File: src/rtl/mod_exp_ctrl_pkg.sv
// Shared definitions for the modular exponentiation controller.
//   DIV_WIDTH       : dividend/divisor/remainder width of the external divider
//   DEF_DIV_TIMEOUT : default watchdog limit, in cycles spent waiting for div_ready
//   state_e         : state encoding for the main FSM (IDLE..FIN, DONE) and the
//                     divider handshake sequencer (IDLE, REQ, WAIT, GAP)
package mod_exp_ctrl_pkg;

  localparam int unsigned DIV_WIDTH       = 16;
  localparam int unsigned DEF_DIV_TIMEOUT = 63;

  typedef enum logic [3:0] {
    IDLE,
    REDUCE,
    BIT,
    MUL,
    SHIFT,
    SQR,
    FIN,
    REQ,
    WAIT,
    GAP,
    DONE
  } state_e;

endpackage

File: src/rtl/mod_exp_ctrl_div_if_seq.sv
// Divider handshake sequencer with watchdog.
// A one-cycle req latches dividend/divider, raises div_start and waits for div_ready.
//   clk, rst            : clock, asynchronous active-high reset
//   req                 : one-cycle request, only honoured while idle
//   dividend, divider   : operands latched on req
//   div_start           : level held high for the whole wait
//   div_dividend/_divider : registered operands presented to the divider
//   div_remainder/_ready  : divider response
//   rem_valid, rem      : one-cycle pulse with the low WIDTH bits of the remainder
//   timeout             : one-cycle pulse when div_ready never arrived
module mod_exp_ctrl_div_if_seq
  import mod_exp_ctrl_pkg::*;
#(
  parameter int unsigned WIDTH       = 8,
  parameter int unsigned DIV_TIMEOUT = DEF_DIV_TIMEOUT
) (
  input  logic                 clk,
  input  logic                 rst,
  input  logic                 req,
  input  logic [DIV_WIDTH-1:0] dividend,
  input  logic [DIV_WIDTH-1:0] divider,
  output logic                 div_start,
  output logic [DIV_WIDTH-1:0] div_dividend,
  output logic [DIV_WIDTH-1:0] div_divider,
  input  logic [DIV_WIDTH-1:0] div_remainder,
  input  logic                 div_ready,
  output logic                 rem_valid,
  output logic [WIDTH-1:0]     rem,
  output logic                 timeout
);

  localparam int unsigned CW = $clog2(DIV_TIMEOUT + 1);

  state_e          state_q;
  logic [CW-1:0]   wait_cnt_q;

  // Intermediates are always below the modulus, so the upper remainder bits carry nothing.
  logic unused_rem_hi;
  assign unused_rem_hi = ^div_remainder[DIV_WIDTH-1:WIDTH];

  always_ff @(posedge clk or posedge rst) begin
    if (rst) begin
      state_q      <= IDLE;
      wait_cnt_q   <= '0;
      div_start    <= 1'b0;
      div_dividend <= '0;
      div_divider  <= '0;
      rem_valid    <= 1'b0;
      rem          <= '0;
      timeout      <= 1'b0;
    end else begin
      rem_valid <= 1'b0;
      timeout   <= 1'b0;
      unique case (state_q)
        IDLE: begin
          if (req) begin
            div_dividend <= dividend;
            div_divider  <= divider;
            state_q      <= REQ;
          end
        end
        REQ: begin
          div_start  <= 1'b1;
          wait_cnt_q <= '0;
          state_q    <= WAIT;
        end
        WAIT: begin
          if (div_ready) begin
            rem       <= div_remainder[WIDTH-1:0];
            rem_valid <= 1'b1;
            div_start <= 1'b0;
            state_q   <= GAP;
          end else if (wait_cnt_q == CW'(DIV_TIMEOUT - 1)) begin
            timeout   <= 1'b1;
            div_start <= 1'b0;
            state_q   <= GAP;
          end else begin
            wait_cnt_q <= wait_cnt_q + 1'b1;
          end
        end
        // Guarantees div_start sits low for a full cycle so the next request is a fresh edge.
        GAP:     state_q <= IDLE;
        default: state_q <= IDLE;
      endcase
    end
  end

endmodule

File: src/rtl/mod_exp_ctrl.sv
// Right-to-left square-and-multiply modular exponentiation: result = base^exponent mod modulus.
// Every reduction is delegated to an external divider through mod_exp_ctrl_div_if_seq.
//   clk, rst                 : clock, asynchronous active-high reset
//   start                    : request pulse, accepted only while busy=0
//   base, exponent, modulus  : operands captured on an accepted start
//   busy                     : operation in progress
//   done, err                : one-cycle completion pulse; err flags modulus==0 or divider timeout
//   result                   : final value, held until the next completion
//   div_start, div_dividend, div_divider : request side of the divider handshake
//   div_remainder, div_ready : divider response
module mod_exp_ctrl
  import mod_exp_ctrl_pkg::*;
#(
  parameter int unsigned WIDTH       = 8,
  parameter int unsigned DIV_TIMEOUT = DEF_DIV_TIMEOUT
) (
  input  logic                 clk,
  input  logic                 rst,
  input  logic                 start,
  input  logic [WIDTH-1:0]     base,
  input  logic [WIDTH-1:0]     exponent,
  input  logic [WIDTH-1:0]     modulus,
  output logic                 busy,
  output logic                 done,
  output logic                 err,
  output logic [WIDTH-1:0]     result,
  output logic                 div_start,
  output logic [DIV_WIDTH-1:0] div_dividend,
  output logic [DIV_WIDTH-1:0] div_divider,
  input  logic [DIV_WIDTH-1:0] div_remainder,
  input  logic                 div_ready
);

  localparam int unsigned PW = 2 * WIDTH;

  state_e                state_q;
  logic [WIDTH-1:0]      acc_q;
  logic [WIDTH-1:0]      b_q;
  logic [WIDTH-1:0]      e_q;
  logic [WIDTH-1:0]      m_q;
  logic                  fail_q;
  logic                  req_q;
  logic [DIV_WIDTH-1:0]  req_dividend_q;

  logic                  div_rem_valid;
  logic [WIDTH-1:0]      div_rem;
  logic                  div_timeout;

  logic [PW-1:0]         acc_b_prod;
  logic [PW-1:0]         b_sq_prod;
  logic [WIDTH-1:0]      e_shr;

  assign acc_b_prod = PW'(acc_q) * PW'(b_q);
  assign b_sq_prod  = PW'(b_q) * PW'(b_q);
  assign e_shr      = e_q >> 1;

  mod_exp_ctrl_div_if_seq #(
    .WIDTH       (WIDTH),
    .DIV_TIMEOUT (DIV_TIMEOUT)
  ) u_div_if_seq (
    .clk           (clk),
    .rst           (rst),
    .req           (req_q),
    .dividend      (req_dividend_q),
    .divider       (DIV_WIDTH'(m_q)),
    .div_start     (div_start),
    .div_dividend  (div_dividend),
    .div_divider   (div_divider),
    .div_remainder (div_remainder),
    .div_ready     (div_ready),
    .rem_valid     (div_rem_valid),
    .rem           (div_rem),
    .timeout       (div_timeout)
  );

  always_ff @(posedge clk or posedge rst) begin
    if (rst) begin
      state_q        <= IDLE;
      acc_q          <= '0;
      b_q            <= '0;
      e_q            <= '0;
      m_q            <= '0;
      fail_q         <= 1'b0;
      req_q          <= 1'b0;
      req_dividend_q <= '0;
      busy           <= 1'b0;
      done           <= 1'b0;
      err            <= 1'b0;
      result         <= '0;
    end else begin
      req_q <= 1'b0;
      done  <= 1'b0;
      unique case (state_q)
        IDLE: begin
          if (start) begin
            acc_q <= WIDTH'(1);
            e_q   <= exponent;
            m_q   <= modulus;
            busy  <= 1'b1;
            err   <= 1'b0;
            if (modulus == '0) begin
              fail_q  <= 1'b1;
              state_q <= DONE;
            end else begin
              req_q          <= 1'b1;
              req_dividend_q <= DIV_WIDTH'(base);
              state_q        <= REDUCE;
            end
          end
        end
        REDUCE: begin
          if (div_timeout) begin
            fail_q  <= 1'b1;
            state_q <= DONE;
          end else if (div_rem_valid) begin
            b_q     <= div_rem;
            state_q <= BIT;
          end
        end
        BIT: begin
          if (e_q[0]) begin
            req_q          <= 1'b1;
            req_dividend_q <= DIV_WIDTH'(acc_b_prod);
            state_q        <= MUL;
          end else begin
            state_q <= SHIFT;
          end
        end
        MUL: begin
          if (div_timeout) begin
            fail_q  <= 1'b1;
            state_q <= DONE;
          end else if (div_rem_valid) begin
            acc_q   <= div_rem;
            state_q <= SHIFT;
          end
        end
        SHIFT: begin
          e_q   <= e_shr;
          req_q <= 1'b1;
          if (e_shr != '0) begin
            req_dividend_q <= DIV_WIDTH'(b_sq_prod);
            state_q        <= SQR;
          end else begin
            // Final reduction of acc covers exponent 0 with modulus 1 (1 mod 1 = 0).
            req_dividend_q <= DIV_WIDTH'(acc_q);
            state_q        <= FIN;
          end
        end
        SQR: begin
          if (div_timeout) begin
            fail_q  <= 1'b1;
            state_q <= DONE;
          end else if (div_rem_valid) begin
            b_q     <= div_rem;
            state_q <= BIT;
          end
        end
        FIN: begin
          if (div_timeout) begin
            fail_q  <= 1'b1;
            state_q <= DONE;
          end else if (div_rem_valid) begin
            acc_q   <= div_rem;
            state_q <= DONE;
          end
        end
        DONE: begin
          done    <= 1'b1;
          busy    <= 1'b0;
          err     <= fail_q;
          result  <= fail_q ? '0 : acc_q;
          fail_q  <= 1'b0;
          state_q <= IDLE;
        end
        default: state_q <= IDLE;
      endcase
    end
  end

endmodule

File: config.mk
export PLATFORM = sky130hd
export DESIGN_NAME = mod_exp_ctrl
export DESIGN_NICKNAME = d
export VERILOG_FILES = /design/src/rtl/mod_exp_ctrl_pkg.sv /design/src/rtl/mod_exp_ctrl_div_if_seq.sv /design/src/rtl/mod_exp_ctrl.sv
export SDC_FILE = /design/constraint.sdc
export NUM_CORES = 1
export LEC_CHECK = 0
export ABC_AREA = 1
export BUFFER_PORTS_ARGS = -buffer_cell sky130_fd_sc_hd__buf_4
export CAP_MARGIN = 20
export CORE_MARGIN = 2
export CORE_UTILIZATION = 42
export DETAILED_ROUTE_END_ITERATION = 8
export SYNTH_ARGS = -nofsm -noshare
export SYNTH_HDL_FRONTEND = slang
export SYNTH_SLANG_ARGS = --single-unit
export TNS_END_PERCENT = 20
File: constraint.sdc
create_clock -name clk -period 5.7 [get_ports clk]
set_clock_uncertainty 0.05 [all_clocks]
set_input_delay 0.57 -clock clk [delete_from_list [all_inputs] [get_ports clk]]
set_output_delay 0.57 -clock clk [all_outputs]
set_load 0.02 [all_outputs]
==> impl_metrics.yaml <==
critical_path:
  cp_num_cells: 18
  cp_num_buf_inv: 3
  critPathSlowestCell: "dfrtp_1"
  cp.arrival_ns: 4.76
  reg2regPathDepth: 18
  cpMostUsedCell: "nand2_1"
  cp_max_fo: 16
  critical_path_class: "reg2reg"
  required_ns: 5.90
  critPathTopFamily: "adder cells"
  endpoint_kind: "flop"
  critPathLaunchType: "flop"
  max_stage_delay_ns: 0.78
  crit_chain: "nand2_1 > fa_1 > fa_1 > inv_1 > fa_1 > inv_1 > fa_1 > inv_1 > ha_1 > nand2_1 > nor2_1 > nand3_1 > nand3_1 > nand2_1 > nand3_1 > nand2_1 > nand2_1 > nand2_1"
route:
  met3_length_um: 578
  routed-wl-met2_mm: 9.79
  remaining_drc_errors: 0
  num_vias: 7391
  drt_iter0_drc: 458
  avgViaCountPerCell: 4.73
  antenna_left: 0
  wl_met1_mm: 10.2
  first_pass_iters: 5
  wirelength_mm: 20.8
  top_layer_used: "met4"
  wl_per_cell_um: 13.3
pwr:
  switching_share: 0.489
  p_int_mw: 2.14
  power.leakage_nw: 6.14
  pwr-share-comb: 0.525
  p_switching_mw: 2.04
  power_mw: 4.18
  vdd_drop_max_uv: 217
  clkPwrFrac: 0.148
  seq_power_share: 0.327
  power_density_nw_per_um2: 415
clock_tree:
  clk-insertion-delay-late_ns: 0.36
  path_clk_slew_ns: 0.08
  cts_hold_buf: 0
  cts-root-buf: "clkbuf_16"
  cts_setup_buffers: 0
  cts_sinks: 109
  h-tree-depth: 3
  cts_max_path_buffers: 2
  cts_buffers: 9
  cts_resized: 0
  cts_tree: "yes"
global_route:
  track_usage: 0.193
  grt_overflow: 0
  grt_pass1_vias: 7227
  grt_max_degree: 82
  antenna_found_initial: 0
  grt_first_pass_wirelength_mm: 34.9
sta:
  period_minus_slack_ns: 4.56
  max_slew_margin: 0.508
  fmax_ghz: 0.219
  rsz0062_at_grt: "false"
  slew_viol_final: 0
  finalSetupViolations: 0
  fin_ws_ns: 1.14
  worstMarginPinSlew_ns: 0.738
  fin_hold_ws_ns: 0.131
  min_period_over_period: 0.800
  hold_viol: 0
  tns_ns: 0
outcome:
  status: "complete, no violations"
floorplanning:
  core_area_sq_um: 21100
  dieWidth_um: 151
  rows: 53
  dieArea_sq_um: 22800
  initial_core_util: 0.430
  die-height_um: 151
  pin_count: 88
final_layout:
  antenna_cells: 0
  final_cells: 1561
  drive_gt1_frac: 0.0925
  finalInstanceArea_sq_um: 10100
  final_util: 0.478
  fillers: 2167
  nNetsFinal: 1452
  area_growth_syn_to_layout_pct: 11.2
place:
  port_buffers: 71
  placed_area_sq_um: 9750
  place_ws_ns: 1.13
  post-dp-hpwl_mm: 16.3
  place.gp.congestion: 0.859
  post-place-cells: 1544
yosys:
  syn_avg_cell_area_sq_um: 7.34
  ys_warn_count: 0
  ys_top_cells_by_area: "dfrtp_1 (30%), nand2_1 (16%), fa_1 (13%)"
  yosysTopAreaCellShare: 0.301
  synthDistinctLibCells: 35
  synth_top_area_cell: "dfrtp_1"
  ys_seq_area_frac: 0.301
  syn_inst: 1235
  ys_seq_elements: 109
  synth_area_sq_um: 9060
job:
  max-cap-violations: 0
min_path:
  hold_class: "in2async"
## cells in the mapped netlist (all sizes together)
library cell and count:
ha 66, xnor2 6, nand2 391, nand4 21
nand3b 2, o21ai 69, nor2 55, o21a 1
fa 61, nand3 65, a21boi 1, clkbuf 24
a31oi 1, a22oi 7, conb 1, buf 26
xor2 9, dfrtp 109, o211ai 1, inv 286
o31ai 4, a21oi 20, mux2 1, nor3 7
or2 1
## path summary, 6_finish.rpt
check,startpoint,to,slack [ns]
setup / recovery,b_q[6]$_DFFE_PP0P_,req_dividend_q[14]$_DFFE_PP0P_,1.14
hold / removal,rst,u_div_if_seq.wait_cnt_q[2]$_DFFE_PP0P_,0.13
setup reg to reg,b_q[6]$_DFFE_PP0P_,req_dividend_q[14]$_DFFE_PP0P_,1.14
hold reg to reg,req_dividend_q[6]$_DFFE_PP0P_,u_div_if_seq.div_dividend[6]$_DFFE_PP0P_,0.42
max in group asynchronous,rst,u_div_if_seq.div_dividend[0]$_DFFE_PP0P_,4.43
min in group clk,div_remainder[2],u_div_if_seq.rem[2]$_DFFE_PP0P_,0.34
## cells by family after synthesis
| family | Yosys count | share of synthesized area |
|---|---|---|
| AO/OA/AOI/OAI | 104 | 0.0630 |
| flip-flops | 109 | 0.301 |
| multiplexers | 1 | 0.00124 |
| other | 1 | 0.000414 |
| XOR/XNOR | 15 | 0.0145 |
| AND/OR/NAND/NOR | 542 | 0.247 |
| adder cells (fa/ha/maj) | 127 | 0.226 |
| buffers and inverters | 336 | 0.147 |
## state kept, by name, summed over array words and instances (netlist names), 3 cells and up
register                   flops
req_dividend_q                16
u_div_if_seq.div_dividend     16
acc_q                          8
b_q                            8
e_q                            8
m_q                            8
result                         8
u_div_if_seq.div_divider       8
u_div_if_seq.rem               8
u_div_if_seq.wait_cnt_q        6
state_q                        4
u_div_if_seq.state_q           3
## metal layers
metal,up-vias,GRT usage
met2,116,0.314
met5,-,0
li1,3789,-
met3,20,0.0241
met1,3466,0.276
met4,0,0.0411
## layout by cell type (no fill, tap or decap), types with 21 or more instances in the layout
cell type	synthesis	layout
nand2_1	389	389
nand4_1	21	21
ha_1	66	66
nand3_1	65	65
o21ai_0	53	53
dfrtp_1	109	109
nor2_1	48	48
inv_1	276	275
buf_4	9	77
fa_1	61	61
## area by class of cell
type / instances / area [sq um] / share of cell area
flip-flops and latches: 109 / 2730 / 0.271
well taps: 275 / 344 / 0.0342
inverters: 286 / 1080 / 0.107
repair buffers: 78 / 606 / 0.0601
clock buffers: 9 / 225 / 0.0224
clock inverters: 7 / 66.3 / 0.00658
multi-input cells: 797 / 5020 / 0.499
## power by group through the flow
stage / Clock [mW] / Sequential, mW / Combinational (mW)
final: 0.617 / 1.37 / 2.20
after global routing: 0.665 / 1.41 / 2.54
after CTS: 0.639 / 1.37 / 2.22
after detailed placement: 0 / 1.38 / 2.21
after global placement: 0 / 1.38 / 2.18
after floorplan: 0 / 1.26 / 1.68
## worst register-to-register path: stages, from the launching register on
cell and delay (ns):
dfrtp_1 0.78, nand2_1 0.16, fa_1 0.52, fa_1 0.55
inv_1 0.05, fa_1 0.53, inv_1 0.05, fa_1 0.52
inv_1 0.04, ha_1 0.34, nand2_1 0.12, nor2_1 0.16
nand3_1 0.12, nand3_1 0.09, nand2_1 0.05, nand3_1 0.09
nand2_1 0.11, nand2_1 0.08, nand2_1 0.05
Note: power is estimated with default switching activity, not from simulation.
